**src/rtl/easyaxi_rd_slice.sv**
```systemverilog
// easyaxi_rd_slice: AR/R register slice between EASYAXI master and slave.
// Each channel is an independent 2-entry skid buffer, or a plain wire when
// its *_REG parameter is 0.

`ifndef AXI_ID_W
`define AXI_ID_W 4
`endif
`ifndef AXI_ADDR_W
`define AXI_ADDR_W 32
`endif
`ifndef AXI_LEN_W
`define AXI_LEN_W 8
`endif
`ifndef AXI_SIZE_W
`define AXI_SIZE_W 3
`endif
`ifndef AXI_BURST_W
`define AXI_BURST_W 2
`endif
`ifndef AXI_DATA_W
`define AXI_DATA_W 32
`endif
`ifndef AXI_RESP_W
`define AXI_RESP_W 2
`endif

// Generic valid/ready skid buffer. in_ready and out_valid come straight
// from flops, so no combinational path crosses the slice.
module easyaxi_rd_slice_skid #(
  parameter int unsigned W   = 8,
  parameter bit          REG = 1'b1
) (
  input  logic         clk,
  input  logic         rst_n,
  input  logic         i_in_valid,
  output logic         o_in_ready,
  input  logic [W-1:0] i_in_data,
  output logic         o_out_valid,
  input  logic         i_out_ready,
  output logic [W-1:0] o_out_data
);
  generate
    if (REG) begin : g_reg
      // bit0 = main entry valid, bit1 = skid entry valid
      typedef enum logic [1:0] {
        EMPTY = 2'b00,
        ONE   = 2'b01,
        FULL  = 2'b11
      } state_t;

      state_t       r_state;
      state_t       w_state_nxt;
      logic [W-1:0] r_main_data;
      logic [W-1:0] r_skid_data;
      logic         w_acc_in;
      logic         w_acc_out;
      logic         w_load_main;
      logic         w_main_from_skid;
      logic         w_load_skid;

      assign o_in_ready  = (r_state != FULL);
      assign o_out_valid = (r_state != EMPTY);
      assign o_out_data  = r_main_data;
      assign w_acc_in    = i_in_valid & o_in_ready;
      assign w_acc_out   = o_out_valid & i_out_ready;

      // Next-state and payload-steering decode
      always_comb begin
        w_state_nxt      = r_state;
        w_load_main      = 1'b0;
        w_main_from_skid = 1'b0;
        w_load_skid      = 1'b0;
        unique case (r_state)
          EMPTY: begin
            if (w_acc_in) begin
              w_load_main = 1'b1;
              w_state_nxt = ONE;
            end
          end
          ONE: begin
            if (w_acc_in && w_acc_out) begin
              w_load_main = 1'b1;
            end else if (w_acc_in) begin
              w_load_skid = 1'b1;
              w_state_nxt = FULL;
            end else if (w_acc_out) begin
              w_state_nxt = EMPTY;
            end
          end
          FULL: begin
            if (w_acc_out) begin
              w_main_from_skid = 1'b1;
              w_state_nxt      = ONE;
            end
          end
          default: w_state_nxt = EMPTY;
        endcase
      end

      // State register
      always_ff @(posedge clk or negedge rst_n) begin
        if (!rst_n) begin
          r_state <= EMPTY;
        end else begin
          r_state <= w_state_nxt;
        end
      end

      // Payload registers, loaded only on acceptance or skid drain
      always_ff @(posedge clk or negedge rst_n) begin
        if (!rst_n) begin
          r_main_data <= '0;
          r_skid_data <= '0;
        end else begin
          if (w_load_main) begin
            r_main_data <= i_in_data;
          end else if (w_main_from_skid) begin
            r_main_data <= r_skid_data;
          end
          if (w_load_skid) begin
            r_skid_data <= i_in_data;
          end
        end
      end
    end else begin : g_pass
      logic w_unused_ok;
      assign w_unused_ok = clk ^ rst_n;
      assign o_out_valid = i_in_valid;
      assign o_out_data  = i_in_data;
      assign o_in_ready  = i_out_ready;
    end
  endgenerate
endmodule

module easyaxi_rd_slice #(
  parameter bit AR_REG = 1'b1,
  parameter bit R_REG  = 1'b1
) (
  input  logic                    clk,
  input  logic                    rst_n,
  input  logic                    axi_slv_arvalid,
  output logic                    axi_slv_arready,
  input  logic [`AXI_ID_W-1:0]    axi_slv_arid,
  input  logic [`AXI_ADDR_W-1:0]  axi_slv_araddr,
  input  logic [`AXI_LEN_W-1:0]   axi_slv_arlen,
  input  logic [`AXI_SIZE_W-1:0]  axi_slv_arsize,
  input  logic [`AXI_BURST_W-1:0] axi_slv_arburst,
  output logic                    axi_slv_rvalid,
  input  logic                    axi_slv_rready,
  output logic [`AXI_ID_W-1:0]    axi_slv_rid,
  output logic [`AXI_DATA_W-1:0]  axi_slv_rdata,
  output logic [`AXI_RESP_W-1:0]  axi_slv_rresp,
  output logic                    axi_slv_rlast,
  output logic                    axi_mst_arvalid,
  input  logic                    axi_mst_arready,
  output logic [`AXI_ID_W-1:0]    axi_mst_arid,
  output logic [`AXI_ADDR_W-1:0]  axi_mst_araddr,
  output logic [`AXI_LEN_W-1:0]   axi_mst_arlen,
  output logic [`AXI_SIZE_W-1:0]  axi_mst_arsize,
  output logic [`AXI_BURST_W-1:0] axi_mst_arburst,
  input  logic                    axi_mst_rvalid,
  output logic                    axi_mst_rready,
  input  logic [`AXI_ID_W-1:0]    axi_mst_rid,
  input  logic [`AXI_DATA_W-1:0]  axi_mst_rdata,
  input  logic [`AXI_RESP_W-1:0]  axi_mst_rresp,
  input  logic                    axi_mst_rlast
);
  localparam int unsigned AR_W = `AXI_ID_W + `AXI_ADDR_W + `AXI_LEN_W
                               + `AXI_SIZE_W + `AXI_BURST_W;
  localparam int unsigned R_W  = `AXI_ID_W + `AXI_DATA_W + `AXI_RESP_W + 1;

  logic [AR_W-1:0] w_ar_in;
  logic [AR_W-1:0] w_ar_out;
  logic [R_W-1:0]  w_r_in;
  logic [R_W-1:0]  w_r_out;

  assign w_ar_in = {axi_slv_arid, axi_slv_araddr, axi_slv_arlen,
                    axi_slv_arsize, axi_slv_arburst};
  assign {axi_mst_arid, axi_mst_araddr, axi_mst_arlen,
          axi_mst_arsize, axi_mst_arburst} = w_ar_out;

  assign w_r_in = {axi_mst_rid, axi_mst_rdata, axi_mst_rresp, axi_mst_rlast};
  assign {axi_slv_rid, axi_slv_rdata, axi_slv_rresp, axi_slv_rlast} = w_r_out;

  easyaxi_rd_slice_skid #(
    .W   (AR_W),
    .REG (AR_REG)
  ) u_ar (
    .clk         (clk),
    .rst_n       (rst_n),
    .i_in_valid  (axi_slv_arvalid),
    .o_in_ready  (axi_slv_arready),
    .i_in_data   (w_ar_in),
    .o_out_valid (axi_mst_arvalid),
    .i_out_ready (axi_mst_arready),
    .o_out_data  (w_ar_out)
  );

  easyaxi_rd_slice_skid #(
    .W   (R_W),
    .REG (R_REG)
  ) u_r (
    .clk         (clk),
    .rst_n       (rst_n),
    .i_in_valid  (axi_mst_rvalid),
    .o_in_ready  (axi_mst_rready),
    .i_in_data   (w_r_in),
    .o_out_valid (axi_slv_rvalid),
    .i_out_ready (axi_slv_rready),
    .o_out_data  (w_r_out)
  );
endmodule

```
**config.mk**
```make
export PLATFORM = sky130hd
export DESIGN_NAME = easyaxi_rd_slice
export DESIGN_NICKNAME = d
export VERILOG_FILES = /design/src/rtl/easyaxi_rd_slice.sv
export SDC_FILE = /design/constraint.sdc
export NUM_CORES = 1
export LEC_CHECK = 0
export ABC_AREA = 1
export BUFFER_PORTS_ARGS = -buffer_cell sky130_fd_sc_hd__buf_2
export CAP_MARGIN = 20
export CORE_AREA = 2 2 155 157
export DETAILED_ROUTE_END_ITERATION = 12
export DIE_AREA = 0 0 157 159
export GPL_TIMING_DRIVEN = 1
export PLACE_DENSITY = 0.54
export SYNTH_ARGS = -nofsm -noshare
export SYNTH_HDL_FRONTEND = slang
export SYNTH_SLANG_ARGS = --single-unit
```
**constraint.sdc**
```tcl
create_clock -name clk -period 3.6 [get_ports clk]
set_input_delay 0.18 -clock clk [delete_from_list [all_inputs] [get_ports clk]]
set_output_delay 0.18 -clock clk [all_outputs]
set_load 0.01 [all_outputs]
```
==> results of run 1 <==
## per-stage QoR
step / hold slack (ns) / util / total power, mW
after global placement: 0.383 / 0.407 / 7.19
after floorplan: -0.116 / - / 5.97
after CTS: 0.000557 / 0.451 / 9.22
after global routing: 0.0155 / 0.451 / 9.92
final: 0.0183 / 0.451 / 9.11
after detailed placement: 0.367 / 0.407 / 7.25
## placed cells by master, fill, tap and decap left out
cell type,n
clkbuf_16,17
clkbuf_8,1
inv_8,5
inv_2,6
nand3_1,183
o21ai_0,52
nand3_2,1
diode_2,2
nand2_1,418
o21ai_4,1
buf_2,184
a21oi_1,1
nand2_4,1
dfrtp_1,180
dlygate4sd3_1,41
nand2_2,3
nor2_1,2
or2_2,1
ha_1,9
nor2_4,2
buf_4,14
clkinv_4,2
inv_6,3
inv_1,59
buf_12,2
nand4_1,41
clkinv_8,5
## synth_stat cells (all sizes together)
library cell	n	area (um^2)
a21oi	1	5.00
buf	40	221
clkbuf	33	124
dfrtp	180	4500
ha	9	113
inv	65	244
nand2	422	1600
nand3	184	926
nand4	41	257
nor2	4	25.0
o21ai	53	277
or2	1	6.26
## final timing paths
path / from / to / cells past startpoint
min reg2reg: u_r.g_reg.r_skid_data[7] / u_r.g_reg.r_skid_data[7] / 2
max in group asynchronous: rst_n / u_ar.g_reg.r_skid_data[36] / 3
max: u_r.g_reg.r_state[0] / u_r.o_out_data[18] / 10
min: axi_slv_arlen[3] / u_ar.g_reg.r_skid_data[8] / 3
min in group asynchronous: rst_n / u_ar.o_out_data[43] / 2
max reg2reg: u_r.g_reg.r_state[0] / u_r.o_out_data[18] / 10
## power by group through the flow
stage,sequential [mW],combinational (mW),clock (mW)
after floorplan,3.74,2.23,0
after global placement,3.60,3.60,0
after detailed placement,3.60,3.65,0
after CTS,3.57,3.70,1.95
after global routing,3.69,4.19,2.04
final,3.57,3.64,1.90
## timing repair
item,CTS,global route
hold endpoints to repair,174,0
resized for setup,0,0
hold buffers,41,0
## worst reg2reg max path: cells and delay by family, from the launching register on
family / cells / cell delay [ns]
adder cells (fa/ha/maj): 1 / 0.22
buffers and inverters: 3 / 0.77
flip-flops: 1 / 0.41
AND/OR/NAND/NOR: 6 / 0.90
## layer usage
| metal | track usage | vias to the layer above |
|---|---|---|
| li1 | - | 3707 |
| met1 | 0.268 | 3540 |
| met2 | 0.299 | 220 |
| met3 | 0.0425 | 32 |
| met4 | 0.0601 | 2 |
| met5 | 0 | - |
## cell families after synthesis
| group | count (synthesis) |
|---|---|
| and+or+nand+nor | 652 |
| DFF | 180 |
| buffers and inverters | 138 |
| AOI/OAI and AO/OA | 54 |
| adders and majority gates | 9 |
## state kept, by name, summed over array words and instances (netlist names)
register,count
u_ar.g_reg.r_skid_data,49
u_ar.g_reg.r_state,2
u_ar.o_out_data,49
u_r.g_reg.r_skid_data,39
u_r.g_reg.r_state,2
u_r.o_out_data,39
## area by class of cell
type	instances	area share
inverters	65	0.0233
flip-flops and latches	180	0.431
multi-input cells	715	0.307
diodes	2	0.000478
clock inverters	15	0.0173
well taps	319	0.0382
repair buffers	242	0.142
clock buffers	17	0.0407
==> impl_metrics.tcl, run 1 <==
set metrics [dict create \
    drt_iter0_markers 568 \
    synth_top_family_by_area "simple AND/OR/NAND/NOR gates" \
    grt_pass1_vias 7324 \
    path_cells "ha_1 > inv_1 > nand2_2 > nor2_4 > nand2_1 > buf_4 > nand2_1 > buf_4 > nand2_1 > nand3_1" \
    slowest_delay_ns 0.41 \
    fin_area_um2 10500 \
    highest-signal-layer "met5" \
    die_w_um 157 \
    fillers 2317 \
    instances_no_fill 1555 \
    clkSinkCount 180 \
    multi_input_area_um2 3210 \
    leakagePower_nw 5.62 \
    worst_pin_slew_ns 0.970 \
    area_growth_pct 26.1 \
    htreeDepth 4 \
    post-route-period-util 0.655 \
    ant_nets 0 \
    tns_ns 0 \
    p_switching_mw 3.82 \
    cp_max_fo 39 \
    setup.worst_path.start_class "flop" \
    viasPerCell 4.82 \
    syn_area_um2 8300 \
    ys_warn_count 0 \
    io_pins 186 \
    hold_viol 0 \
    syn_nets 1136 \
    place_ws_ns 1.27 \
    core-area_um2 23200 \
    root_buffer "clkbuf_16" \
    placed_cell_area_um2 9440 \
    finClkSkew_ns 0.0130 \
    ys_ff_latch 180 \
    synth_compound_area_frac 0.0339 \
    grt_usage 0.192 \
    grt_max_degree 109 \
    wl_met1_um 11000 \
    pwr-share-seq 0.392 \
    rows 56 \
    routed_wl_um 23300 \
    wire_per_inst_um 15.0 \
    cp.required_ns 3.97 \
    start_util 0.358 \
    overflow 0 \
    p_int_mw 5.29 \
    dp.cells 1480 \
    min_period_ns 2.36 \
    antenna_found_initial 3 \
    clock.fmax_ghz 0.424 \
    seq_area_um2 4500 \
    critPathTopFamily "simple AND/OR/NAND/NOR gates" \
    cp_slowest_cell "dfrtp_1" \
    gp_congestion 0.766 \
    port_buffers 185 \
    rrSetupSlack_ns 1.24 \
    rsz0062_at_grt "false" \
    cts_tree "done" \
    cts_buffers 17 \
    fp.dieH_um 159 \
    synth.area.mux_share 0 \
    cts_setup_buffers 0 \
    hold_path_class "primary input to flop" \
    clock_latency_ns 0.43 \
    clkPwrFrac 0.209 \
    fin_ws_ns 1.24 \
    vias 7501 \
    postSynthAreaPerCell_um2 8.03 \
    setup_viol 0 \
    grt_pass1_wl_um 38700 \
    die-area_um2 25000 \
    yosys.area_share.simple 0.339 \
    maxCapViolCount 0 \
    drt-pass1-iter-count 5 \
    relSlewSlack 0.352 \
    met3_wirelength_um 1130 \
    swShare 0.419 \
    critPathArrivalTime_ns 2.72 \
    synthCells 1033 \
    status "finished clean" \
    fin_nets 1324 \
    p_per_area_nw_per_um2 870 \
    drcViolationCount 0 \
    post-dp-hpwl_um 14100 \
    wl_met2_um 10600 \
    synth-adder-area-share 0.0136 \
    path_clk_slew_ns 0.08 \
    synth_xor_area_frac 0 \
    critPathKind "flop to flop" \
    drive_gt1_frac 0.201 \
    yosysSeqAreaShare 0.543 \
    drv_slew 0 \
    crit_buf_inv 3 \
    cpMostUsedCell "nand2_1" \
    combPwrFrac 0.399 \
    ir_drop_mv 0.324 \
    crit_path_end_kind "flop" \
    cts_buffer_depth 2 \
    synth_cell_types 22 \
]
No activity file was read; power rests on OpenSTA's default activity.
==> run 2, diff against run 1 <==
==> config.mk (replaced) <==
export PLATFORM = sky130hd
export DESIGN_NAME = easyaxi_rd_slice
export DESIGN_NICKNAME = d
export VERILOG_FILES = /design/src/rtl/easyaxi_rd_slice.sv
export SDC_FILE = /design/constraint.sdc
export NUM_CORES = 1
export LEC_CHECK = 0
export ABC_AREA = 0
export BUFFER_PORTS_ARGS = -buffer_cell sky130_fd_sc_hd__buf_2
export CAP_MARGIN = 20
export CORE_AREA = 2 2 149 151
export DETAILED_ROUTE_END_ITERATION = 12
export DIE_AREA = 0 0 151 153
export GPL_TIMING_DRIVEN = 1
export PLACE_DENSITY = 0.56
export SYNTH_ARGS = -nofsm -noshare
export SYNTH_HDL_FRONTEND = slang
export SYNTH_SLANG_ARGS = --single-unit
==> constraint.sdc (replaced) <==
create_clock -name clk -period 2 [get_ports clk]
set_input_delay 0.1 -clock clk [delete_from_list [all_inputs] [get_ports clk]]
set_output_delay 0.1 -clock clk [all_outputs]
set_load 0.01 [all_outputs]
==> impl_metrics.tcl, run 2 <==
set metrics [dict create \
    status "finished clean" \
    post-route-period-util 0.946 \
    path_clk_slew_ns 0.07 \
    leakagePower_nw 5.25 \
    drive_gt1_frac 0.386 \
    fin_nets 953 \
    maxCapViolCount 0 \
    syn_nets 679 \
    htreeDepth 4 \
    yosysSeqAreaShare 0.593 \
    clkSinkCount 180 \
    instances_no_fill 1142 \
    netlist_top_cells_count "180 x dfrtp_1, 91 x mux2_2, 54 x a21oi_1" \
    io_pins 186 \
    port_buffers 185 \
    fillers 1911 \
    grt_usage 0.159 \
    area_growth_pct 37.7 \
    final_cell_mix "184 x buf_2, 180 x dfrtp_1, 91 x mux2_2" \
    overflow 0 \
    place_ws_ns 0.0785 \
    clock_latency_ns 0.42 \
    root_buffer "clkbuf_16" \
    gp_congestion 0.794 \
    antenna_found_initial 0 \
    final_util 0.487 \
    viasPerCell 4.83 \
    hold_viol 0 \
    rows 54 \
    drv_slew 0 \
    synth_most_common_cell "dfrtp_1" \
    fin_ws_ns 0.109 \
    wire_per_inst_um 15.4 \
    dp.cells 1022 \
    setup_viol 0 \
    min_period_ns 1.89 \
    setup.worst_path.start_class "flop" \
    cts_buffer_depth 2 \
    synthCells 576 \
    synth_cell_types 26 \
    finalPower_mw 16.0 \
    synth_enable_flop_cells 0 \
    fp.dieH_um 153 \
    die_w_um 151 \
    postSynthAreaPerCell_um2 13.2 \
    grt_pass1_wl_um 29200 \
    core-area_um2 21500 \
    finClkSkew_ns 0.00687 \
    die-area_um2 23100 \
    crit_path_end_kind "flop" \
    drcViolationCount 0 \
    cp.required_ns 2.30 \
    async_flop_share 1.00 \
    yosys.area.top_type_share 0.593 \
    p_per_area_nw_per_um2 1530 \
    syn_area_um2 7600 \
    grt_max_degree 73 \
    hold_path_class "primary input to flop" \
    cts_tree "done" \
    critPathKind "flop to flop" \
    fin_hold_ws_ns 0.148 \
    seq_area_um2 4500 \
    placed_cell_area_um2 8970 \
    multi_input_area_um2 2910 \
    relSlewSlack 0.655 \
    grt_pass1_vias 5879 \
    clock.fmax_ghz 0.529 \
    drt_iter0_markers 203 \
    synth_area_leader_cell "dfrtp_1" \
    drt-pass1-iter-count 4 \
    worst_pin_slew_ns 0.517 \
    cp_max_fo 35 \
    n_antenna_cell 0 \
    ant_nets 0 \
    synth-main-ff-cell "dfrtp_1" \
    tns_ns 0 \
    vias 5514 \
    cts_setup_buffers 0 \
    post-dp-hpwl_um 11700 \
    critPathArrivalTime_ns 2.19 \
    start_util 0.354 \
    ys_top_cells_by_area "dfrtp_1 59%, mux2_2 13%, mux2i_1 6.5%, a22o_1 4.5%, a21o_1 4.0%" \
    fin_area_um2 10500 \
    ir_drop_mv 0.701 \
    cts_buffers 17 \
    ys_ff_latch 180 \
    ys_warn_count 0 \
    final_common_cell "buf_2" \
    rsz0062_at_grt "false" \
    routed_wl_um 17600 \
]
[run 2: kinds of logic (layout without fill, tap and decap cells)]
group	Yosys count	in the layout	share of synthesized area
muxes	141	141	0.201
DFF	180	180	0.593
buffers and inverters	46	332	0.0310
adders and majority gates	9	9	0.0148
AOI/OAI and AO/OA	137	137	0.125
and+or+nand+nor	63	63	0.0356
[run 2: layout make-up]
cell class,instances,area share
flip-flops and latches,180,0.431
multi-input cells,350,0.278
repair buffers,291,0.198
clock buffers,21,0.0450
well taps,280,0.0335
clock inverters,10,0.0117
inverters,10,0.00359
[run 2: final timing paths]
kind,startpoint,end,slack [ns],cells past startpoint
max,u_ar.g_reg.r_state[0],u_ar.g_reg.r_skid_data[41],0.11,6
min,axi_mst_rvalid,u_r.g_reg.r_state[1],0.15,3
max reg2reg,u_ar.g_reg.r_state[0],u_ar.g_reg.r_skid_data[41],0.11,6
min reg2reg,u_r.o_out_data[30],u_r.o_out_data[30],0.47,1
max in group asynchronous,rst_n,u_ar.g_reg.r_skid_data[46],1.02,3
min in group asynchronous,rst_n,u_r.g_reg.r_skid_data[19],0.19,2
[run 2: where the power goes]
| group | internal (mW) | switching (mW) |
|---|---|---|
| Clock | 1.95 | 1.42 |
| Combinational | 3.20 | 2.93 |
| Sequential | 5.51 | 0.982 |
[run 2: timing repair]
item,4_1_cts,5_1_grt
hold endpoints to repair,223,0
resized for setup,0,3
endpoints found under the setup margin,0,44
hold buffers,89,0
[run 2: worst max-delay path, stage by stage, from the launching register on]
cell,delay (ns)
dfrtp_1,0.41
ha_1,0.27
nor2b_2,0.15
nand2_1,0.13
a21oi_4,0.17
buf_12,0.24
mux2_2,0.36
[run 2: metal layers]
| metal | up-vias | share of wire | GRT usage | wire (um) |
|---|---|---|---|---|
| li1 | 2590 | - | - | - |
| met1 | 2780 | 0.44 | 0.200 | 7830 |
| met2 | 132 | 0.50 | 0.273 | 8750 |
| met3 | 12 | 0.051 | 0.0424 | 898 |
| met4 | 0 | 0.0079 | 0.0369 | 139 |
| met5 | - | 0 | 0 | 0 |
